--- src/rtl/pipe_ctrl_pkg.sv ---
// Shared types and helpers for the pipeline stall/flush controller.
package pipe_ctrl_pkg;

    typedef enum logic [1:0] {
        FS_IDLE  = 2'd0,
        FS_PEND  = 2'd1,
        FS_FLUSH = 2'd2
    } fstate_e;

    localparam int unsigned MASK_W = 64;

    // Thermometer mask with bits 0..n set; callers size-cast to their width.
    function automatic logic [MASK_W-1:0] therm_mask(input int unsigned n);
        logic [MASK_W-1:0] m;
        m = '0;
        for (int unsigned i = 0; i < MASK_W; i++) begin
            if (i <= n) begin
                m[i] = 1'b1;
            end
        end
        return m;
    endfunction

endpackage

--- src/rtl/stall_mask_gen.sv ---
// Priority encoder turning per-stage stall requests plus halt into
// hold and bubble-insert masks.
module stall_mask_gen
    import pipe_ctrl_pkg::*;
#(
    parameter int NSTAGE = 6
) (
    input  logic [NSTAGE-1:0] stall_req_i,
    input  logic              halt_i,
    output logic [NSTAGE-1:0] stall_o,
    output logic [NSTAGE-1:0] bubble_o
);

    int unsigned h;
    logic        any_req;

    always_comb begin
        h       = 0;
        any_req = 1'b0;
        for (int unsigned i = 0; i < NSTAGE; i++) begin
            if (stall_req_i[i]) begin
                h       = i;
                any_req = 1'b1;
            end
        end
    end

    // Everything younger than the oldest stalled stage holds; the stage
    // just older than it drains and must take a bubble.
    always_comb begin
        stall_o  = '0;
        bubble_o = '0;
        if (halt_i) begin
            stall_o = '1;
        end else if (any_req) begin
            stall_o = NSTAGE'(therm_mask(h));
            for (int unsigned i = 0; i < NSTAGE; i++) begin
                bubble_o[i] = (i == h + 1);
            end
        end
    end

endmodule

--- src/rtl/pipe_ctrl.sv ---
// Pipeline stall/flush controller: hold/bubble masks, deferred flush
// state machine and saturating stall-cycle counter.
module pipe_ctrl
    import pipe_ctrl_pkg::*;
#(
    parameter int NSTAGE    = 6,
    parameter int FLUSH_LEN = 1,
    parameter int CNT_W     = 32,
    parameter int SW        = $clog2(NSTAGE)
) (
    input  logic              clk_in,
    input  logic              rst_in,
    input  logic              halt_in,
    input  logic [NSTAGE-1:0] stall_req_in,
    input  logic              flush_req_in,
    input  logic [SW-1:0]     flush_stage_in,
    output logic              flush_ack_out,
    input  logic              cnt_clr_in,
    output logic [NSTAGE-1:0] stall_out,
    output logic [NSTAGE-1:0] bubble_out,
    output logic [NSTAGE-1:0] flush_out,
    output logic [CNT_W-1:0]  stall_cnt_out
);

    localparam int FW = $clog2(FLUSH_LEN + 1);
    localparam logic [FW-1:0] FLEN = FW'(FLUSH_LEN);
    localparam logic [FW-1:0] FONE = FW'(1);

    fstate_e          state_q, state_d;
    logic [SW-1:0]    fstage_q, fstage_d;
    logic [FW-1:0]    fcnt_q, fcnt_d;
    logic             ack_q, ack_d;
    logic [CNT_W-1:0] cnt_q, cnt_d;

    logic [NSTAGE-1:0] raw_stall;
    logic [NSTAGE-1:0] raw_bubble;
    logic [NSTAGE-1:0] fmask;
    logic [NSTAGE-1:0] stall_fin;
    logic [NSTAGE-1:0] bubble_fin;
    logic              req_ok;
    logic              flushing;

    stall_mask_gen #(
        .NSTAGE (NSTAGE)
    ) u_mask (
        .stall_req_i (stall_req_in),
        .halt_i      (halt_in),
        .stall_o     (raw_stall),
        .bubble_o    (raw_bubble)
    );

    // The ack cycle precedes the clearing window, so the mask is held
    // off while ack_q is high.
    assign flushing = (state_q == FS_FLUSH) && !ack_q;

    always_comb begin
        fmask = '0;
        if (flushing && fstage_q != '0) begin
            fmask = NSTAGE'(therm_mask(32'(fstage_q) - 32'd1));
        end
    end

    assign stall_fin  = raw_stall & ~fmask;
    assign bubble_fin = raw_bubble & ~fmask;
    assign req_ok     = flush_req_in && (int'(flush_stage_in) < NSTAGE);

    always_comb begin
        state_d  = state_q;
        fstage_d = fstage_q;
        fcnt_d   = fcnt_q;
        ack_d    = 1'b0;
        unique case (state_q)
            FS_IDLE: begin
                if (req_ok) begin
                    fstage_d = flush_stage_in;
                    if (stall_fin[flush_stage_in]) begin
                        state_d = FS_PEND;
                    end else begin
                        state_d = FS_FLUSH;
                        fcnt_d  = FLEN;
                        ack_d   = 1'b1;
                    end
                end
            end
            FS_PEND: begin
                if (req_ok && flush_stage_in > fstage_q) begin
                    fstage_d = flush_stage_in;
                end
                if (!stall_fin[fstage_d]) begin
                    state_d = FS_FLUSH;
                    fcnt_d  = FLEN;
                    ack_d   = 1'b1;
                end
            end
            FS_FLUSH: begin
                if (req_ok && flush_stage_in > fstage_q) begin
                    fstage_d = flush_stage_in;
                    fcnt_d   = FLEN;
                    ack_d    = 1'b1;
                end else if (!ack_q) begin
                    if (fcnt_q == FONE) begin
                        state_d = FS_IDLE;
                    end else begin
                        fcnt_d = fcnt_q - FONE;
                    end
                end
            end
            default: begin
                state_d = FS_IDLE;
            end
        endcase
    end

    always_comb begin
        cnt_d = cnt_q;
        if (cnt_clr_in) begin
            cnt_d = '0;
        end else if (stall_fin[0] && cnt_q != '1) begin
            cnt_d = cnt_q + CNT_W'(1);
        end
    end

    always_ff @(posedge clk_in) begin
        if (rst_in) begin
            state_q  <= FS_IDLE;
            fstage_q <= '0;
            fcnt_q   <= '0;
            ack_q    <= 1'b0;
            cnt_q    <= '0;
        end else begin
            state_q  <= state_d;
            fstage_q <= fstage_d;
            fcnt_q   <= fcnt_d;
            ack_q    <= ack_d;
            cnt_q    <= cnt_d;
        end
    end

    assign stall_out     = rst_in ? '0 : stall_fin;
    assign bubble_out    = rst_in ? '0 : bubble_fin;
    assign flush_out     = rst_in ? '0 : fmask;
    assign flush_ack_out = rst_in ? 1'b0 : ack_q;
    assign stall_cnt_out = rst_in ? '0 : cnt_q;

endmodule

--- config.mk ---
export PLATFORM = sky130hd
export DESIGN_NAME = pipe_ctrl
export DESIGN_NICKNAME = d
export VERILOG_FILES = /design/src/rtl/pipe_ctrl_pkg.sv /design/src/rtl/stall_mask_gen.sv /design/src/rtl/pipe_ctrl.sv
export SDC_FILE = /design/constraint.sdc
export NUM_CORES = 1
export LEC_CHECK = 0
export CORE_MARGIN = 2
export CORE_UTILIZATION = 45
export CTS_CLUSTER_SIZE = 24
export DETAILED_ROUTE_END_ITERATION = 16
export PLACE_DENSITY_LB_ADDON = 0.1
export SYNTH_ARGS = -nofsm -noshare
export SYNTH_HDL_FRONTEND = slang
export SYNTH_SLANG_ARGS = --single-unit
--- constraint.sdc ---
create_clock -name clk_in -period 2.36 [get_ports clk_in]
set_input_delay 0.354 -clock clk_in [delete_from_list [all_inputs] [get_ports clk_in]]
set_output_delay 0.354 -clock clk_in [all_outputs]
set_load 0.005 [all_outputs]
# Word level (Yosys, flattened, before mapping)
# Cells that the tools add are included.
word_totals:
  reg_bits: 39
op_classes:
  n_addsub: 4
  order_cmp: 16
  eq_ne: 15
  mux: 60
  bitwise_logic: 3
  reduce_logical: 14
op_table:
  columns: ["operator", "n"]
  rows:
  - ["$eq 2x32->1 const A", 2]
  - ["$eq 3x32->1 const A", 2]
  - ["$le 1x32->1 const A", 2]
  - ["$le 2x32->1 const A", 2]
  - ["$le 3x32->1 const A", 2]
  - ["$mux 6", 8]
  - ["$add 32x1->32 const B", 1]
  - ["$eq 1x32->1 const A", 1]
  - ["$logic_not 32->1", 1]
  - ["$mux 1", 32]
  - ["$mux 32", 1]
  - ["$ne 32x32->1 const B", 1]
  - ["$mux 2", 8]
  - ["$mux 3", 5]
  - ["$and 6x6->6", 2]
  - ["$ne 2x2->1 const B", 6]
  - ["$reduce_and 5->1", 2]
  - ["$pmux 3 s3", 1]
  - ["$lt 3x4->1 const B", 2]
  - ["$bmux 1 s3", 2]
  - ["$le 1x3->1 const A", 2]
  - ["$le 2x3->1 const A", 2]
  - ["$le 3x3->1 const A", 2]
  - ["$not 6->6", 1]
  - ["other kinds (16)", 22]

# Longest topological paths before layout
# Gate-level depths: netlist of run 1.
logic_depth:
  ltp_word: 15
  mapped_depth: 10
  ltp_nobuf: 9

# Hierarchy
# From an unflattened synthesis of run 1, not the netlist that was laid out.
unflattened:
  hier_cells: 368
  hier_area_um2: 2900.3
modules_own_cells:
  columns: ["mod", "instances", "cells_per_inst", "area_per_inst_um2", "seq_area_each_um2"]
  rows:
  - ["pipe_ctrl", 1, 345, 2741.4, 780.7]
  - ["stall_mask_gen", 1, 23, 158.9, 0.0]

# Worst setup path before layout of run 1
# No wires, ideal clock.
synth_path:
  kind: "register to register"
  start: "register fstage_q[0]"
  end: "register fcnt_q"
  arrival_time_ns: 2.432
  required_time_ns: 2.243
  path_slack_ns: -0.190
  stages_incl_launch_ff: 11
  cell_sequence: "dfxtp_1 inv_1 ha_1 or2_1 buf_6 o311a_4 or3b_4 nor3_2 o211ai_1 and3_1 a32o_1"
synth_via:
  elab_chain_len: 10
  word_cells_on_any_way: 32
synth_rtl:
  columns: ["item", "line", "source"]
  rows:
  - ["start, declared", "pipe_ctrl.sv:30", "logic [SW-1:0] fstage_q, fstage_d;"]
  - ["start signal, assigned", "pipe_ctrl.sv:132", "fstage_q <= fstage_d;"]
  - ["$sub 3x1->4", "pipe_ctrl.sv:59", "fmask = NSTAGE'(therm_mask(32'(fstage_q) - 32'd1));"]
  - ["$le 1x32->1, or another cell as far along", "pipe_ctrl_pkg.sv:17", "if (i <= n) begin"]
  - ["$mux 1", "pipe_ctrl_pkg.sv:17", null]
  - ["$mux 6", "pipe_ctrl.sv:58", "if (flushing && fstage_q != '0) begin"]
  - ["$not 6->6", "pipe_ctrl.sv:63", "assign stall_fin = raw_stall & ~fmask;"]
  - ["$and 6x6->6", "pipe_ctrl.sv:63", null]
  - ["$bmux 1 s3, on equally long branches", "pipe_ctrl.sv:76, pipe_ctrl.sv:89", null]
  - ["$mux 1, on equally long branches", "pipe_ctrl.sv:76, pipe_ctrl.sv:89", null]
  - ["$ne 2x2->1 (no line)", null, null]
  - ["$reduce_and 5->1 (no line)", null, null]
  - ["end signal, assigned", "pipe_ctrl.sv:133", "fcnt_q <= fcnt_d;"]
  - ["end, declared", "pipe_ctrl.sv:31", "logic [FW-1:0] fcnt_q, fcnt_d;"]
# Parallel ways exist; a longest one is shown, timed or not. The select of a mux whose other input is x is not followed.
# A chain may end at the register's enable or synchronous reset.

# Worst setup path after layout of run 1
# Same ends and word-level chain as after synthesis.

==> results.yml, run 1 <==
timing:
  slew_headroom_pct: 59.3
  setup_violations: 5
  rsz0062_at_grt: "yes"
  drv_slew: 0
  worst_slack_ns: -0.0996
  worst_pin_slew_ns: 0.611
  fmax_mhz: 407
  setup_tns_ns: -0.191
  hold_ws_ns: 0.507
  skew_ns: 0.0127
  fin_crit_sh_pct: 104
  fin_crit_ns: 2.46
  hold_violations: 0
global_routing:
  overflow: 0
  top_usage_layer: "met2"
  grt_pass1_wl_um: 13900
  antenna_found_initial: 0
  grt_pass1_vias: 3060
  gr-usage-met3_pct: 3.68
  met1_usage_pct: 28.1
  met2_usage_pct: 44.2
  grtUsageTotal_pct: 23.9
  grt_max_degree: 33
worst_setup_path:
  arrival_ns: 2.65
  crit_path_start_kind: "register"
  critPathMaxFanout: 4
  cp_data_required_time_ns: 2.55
  rrSetupSlack_ns: -0.1
  endpoint_kind: "register"
  r2r-end: "fcnt_q"
  r2r_cells: 10
  path_class: "register to register"
  r2r-start: "fstage_q[0]"
detailed_routing:
  dr.first_iter.drc_count: 104
  final_antenna_net_count: 0
  wl_per_cell_um: 14.5
  drc: 0
  drt_pass1_iterations: 4
  wl_um: 8430
  via_count: 3184
  viasPerCell: 5.47
clock_network:
  path_clk_slew_ns: 0.09
  h-tree-depth: 2
  cts_made_buffers: 5
  clock-root-buffer: "clkbuf_8"
  worstSkewPairLatency_ns: 0.29
  tritoncts: "built"
  cts_buffer_depth: 2
  cts.sinks: 39
synthesis:
  mappedNetlistArea_sq_um: 2800
  ys_ff_latch: 39
  yosys-top-cells-area: "dfxtp_1, nor2_1, nor2b_1"
  synth_cells: 373
  synth_edf_count: 0
  yosysTopAreaCellShare_pct: 27.9
  synth_fp_nets: 400
  synth-main-ff-cell: "dfxtp_1"
  syn_avg_cell_area_sq_um: 7.49
  yosys_warnings: 0
  synth_common_cells: "nor2_1, dfxtp_1, nor2b_1"
  synth.largest_area_cell: "dfxtp_1"
  ys_seq_area_share_pct: 27.9
  synth.most_common_cell: "nor2_1"
  synth_async_sr_flop_share_pct: 0
  yosysUniqueCellTypes: 56
floorplanning:
  die_h_um: 82.8
  io_pins: 65
  design.die.area_sq_um: 6860
  core_area_sq_um: 5960
  start_util_pct: 46.9
  num_rows: 28
  die_x_um: 82.8
hold_path:
  hold_end: "cnt_q[31]"
  worstHoldPathCells: 2
  hp-class: "register to register"
  min-delay-start: "cnt_q[31]"
layout:
  multi_input_area_sq_um: 2080
  fillers: 512
  stdcell_count: 582
  drive_above_1_share_pct: 27.4
  syn_to_final_growth_pct: 52.8
  nets: 533
  num_antenna_cells: 0
  seq_area_sq_um: 790
placement:
  dpl.cell_count: 567
  gp_congestion: 0.929
  io_buffers: 64
  dp_hpwl_um: 6300
status:
  status: "finished, violations left"
  violations: "negative setup slack"
power_and_ir_drop:
  leakage_nw: 1.73
  total_power_mw: 2.59
  power.density_nw_per_um2: 607
  vdd_drop_max_mv: 0.383
flow_run:
  drv_cap: 0
## worst max-delay path: stages, from the launching register on
cell and delay [ns]:
dfxtp_4 0.37, inv_4 0.04, ha_4 0.15, or2_4 0.27
o311a_4 0.36, buf_4 0.15, nor4b_1 0.25, a31oi_1 0.08
o211ai_1 0.34, nand2_1 0.10, a32o_1 0.26
## metal layers
| layer | wire length, um | up-vias | share of wire, % |
|---|---|---|---|
| li1 | - | 1574 | - |
| met1 | 3580 | 1503 | 42 |
| met2 | 4280 | 89 | 51 |
| met3 | 348 | 18 | 4.1 |
| met4 | 225 | 0 | 2.7 |
| met5 | 0 | - | 0 |
## what timing repair did
action / 4_1_cts / 5_1_grt
gates resized for setup: 60 / 29
gates cloned: 0 / 0
pin swaps: 16 / 17
setup buffers: 4 / 4
hold buffers: 0 / 0
setup endpoints to repair: 25 / 31
## final cells by class
| type | instances | share of cell area, % |
|---|---|---|
| timing repair buffer | 138 | 27.1 |
| clock inverter | 2 | 0.293 |
| multi-input combinational | 305 | 48.7 |
| clock buffer | 6 | 1.70 |
| inverter | 17 | 1.55 |
| tap | 75 | 2.20 |
| sequential | 39 | 18.5 |
## sequential cells by signal, indices dropped and copies added, names as in the netlist
register / count
ack_q: 1
cnt_q: 32
fstage_q: 3
fcnt_q: 1
state_q: 2
## cell usage in the layout, fill, tap and decap left out, types with 3 or more instances in the layout
cell             count
and4_1               3
clkbuf_8             5
xnor2_1             18
clkdlybuf4s50_1     42
dfxtp_1             34
dlygate4sd2_1       13
nand4_1              9
inv_1               14
o211ai_1             4
nor3_1              11
nor4_1               6
ha_1                 9
ha_4                 3
a21oi_1             12
nor3_2               6
nor2_1              57
buf_6                3
xor2_1               8
buf_4               71
or3_1                8
mux2i_1              3
o21ai_0             10
nand2_1             22
buf_2                5
nand3_1             19
and3_1              10
nor2b_1             28
dfxtp_2              4
## how the worst max path moves through the flow
stage | from | end | slack [ns] | cells after the start
final | fstage_q[0] | fcnt_q | -0.1 | 10
after global routing | fstage_q[1] | fcnt_q | -0.18 | 10
after CTS | fstage_q[0] | stall_out[2] | -0.12 | 7
after detailed placement | stall_req_in[5] | bubble_out[1] | -0.59 | 9
after global placement | stall_req_in[5] | bubble_out[1] | -0.60 | 9
after floorplan | fstage_q[0] | fcnt_q | 0.03 | 10
## per-stage QoR
step | utilization (%) | cell area [sq um] | setup WS [ns]
finish | 71.7 | 4270 | -0.0996
global route | 71.7 | 4270 | -0.184
global placement | 66.8 | 3980 | -0.598
CTS | 69.9 | 4160 | -0.120
detailed placement | 66.8 | 3980 | -0.588
floorplan | - | 2800 | 0.0303
## cell families after synthesis
group | Yosys count | synth area share, %
multiplexers | 5 | 1.88
buffers and inverters | 29 | 4.21
AND/OR/NAND/NOR | 207 | 38.6
flip-flops | 39 | 27.9
XOR/XNOR | 26 | 8.15
AO/OA/AOI/OAI | 54 | 13.4
adder cells (fa/ha/maj) | 13 | 5.82
## where the power goes
part / internal, mW / leakage (nW) / switching [mW]
logic: 0.692 / 1.37 / 0.694
clock network: 0.207 / 0.0412 / 0.244
registers: 0.712 / 0.318 / 0.0433
Note: power is estimated with default switching activity, not from simulation.
==> inputs of run 2 (changes only) <==
--- a/config.mk
+++ b/config.mk
@@ -10,6 +10,7 @@
 export CTS_CLUSTER_SIZE = 24
 export DETAILED_ROUTE_END_ITERATION = 16
 export PLACE_DENSITY_LB_ADDON = 0.1
+export SLEW_MARGIN = 20
 export SYNTH_ARGS = -nofsm -noshare
 export SYNTH_HDL_FRONTEND = slang
 export SYNTH_SLANG_ARGS = --single-unit
==> results of run 2 <==
Same layout as run 1: the final DEF is identical, and so are final timing and power.
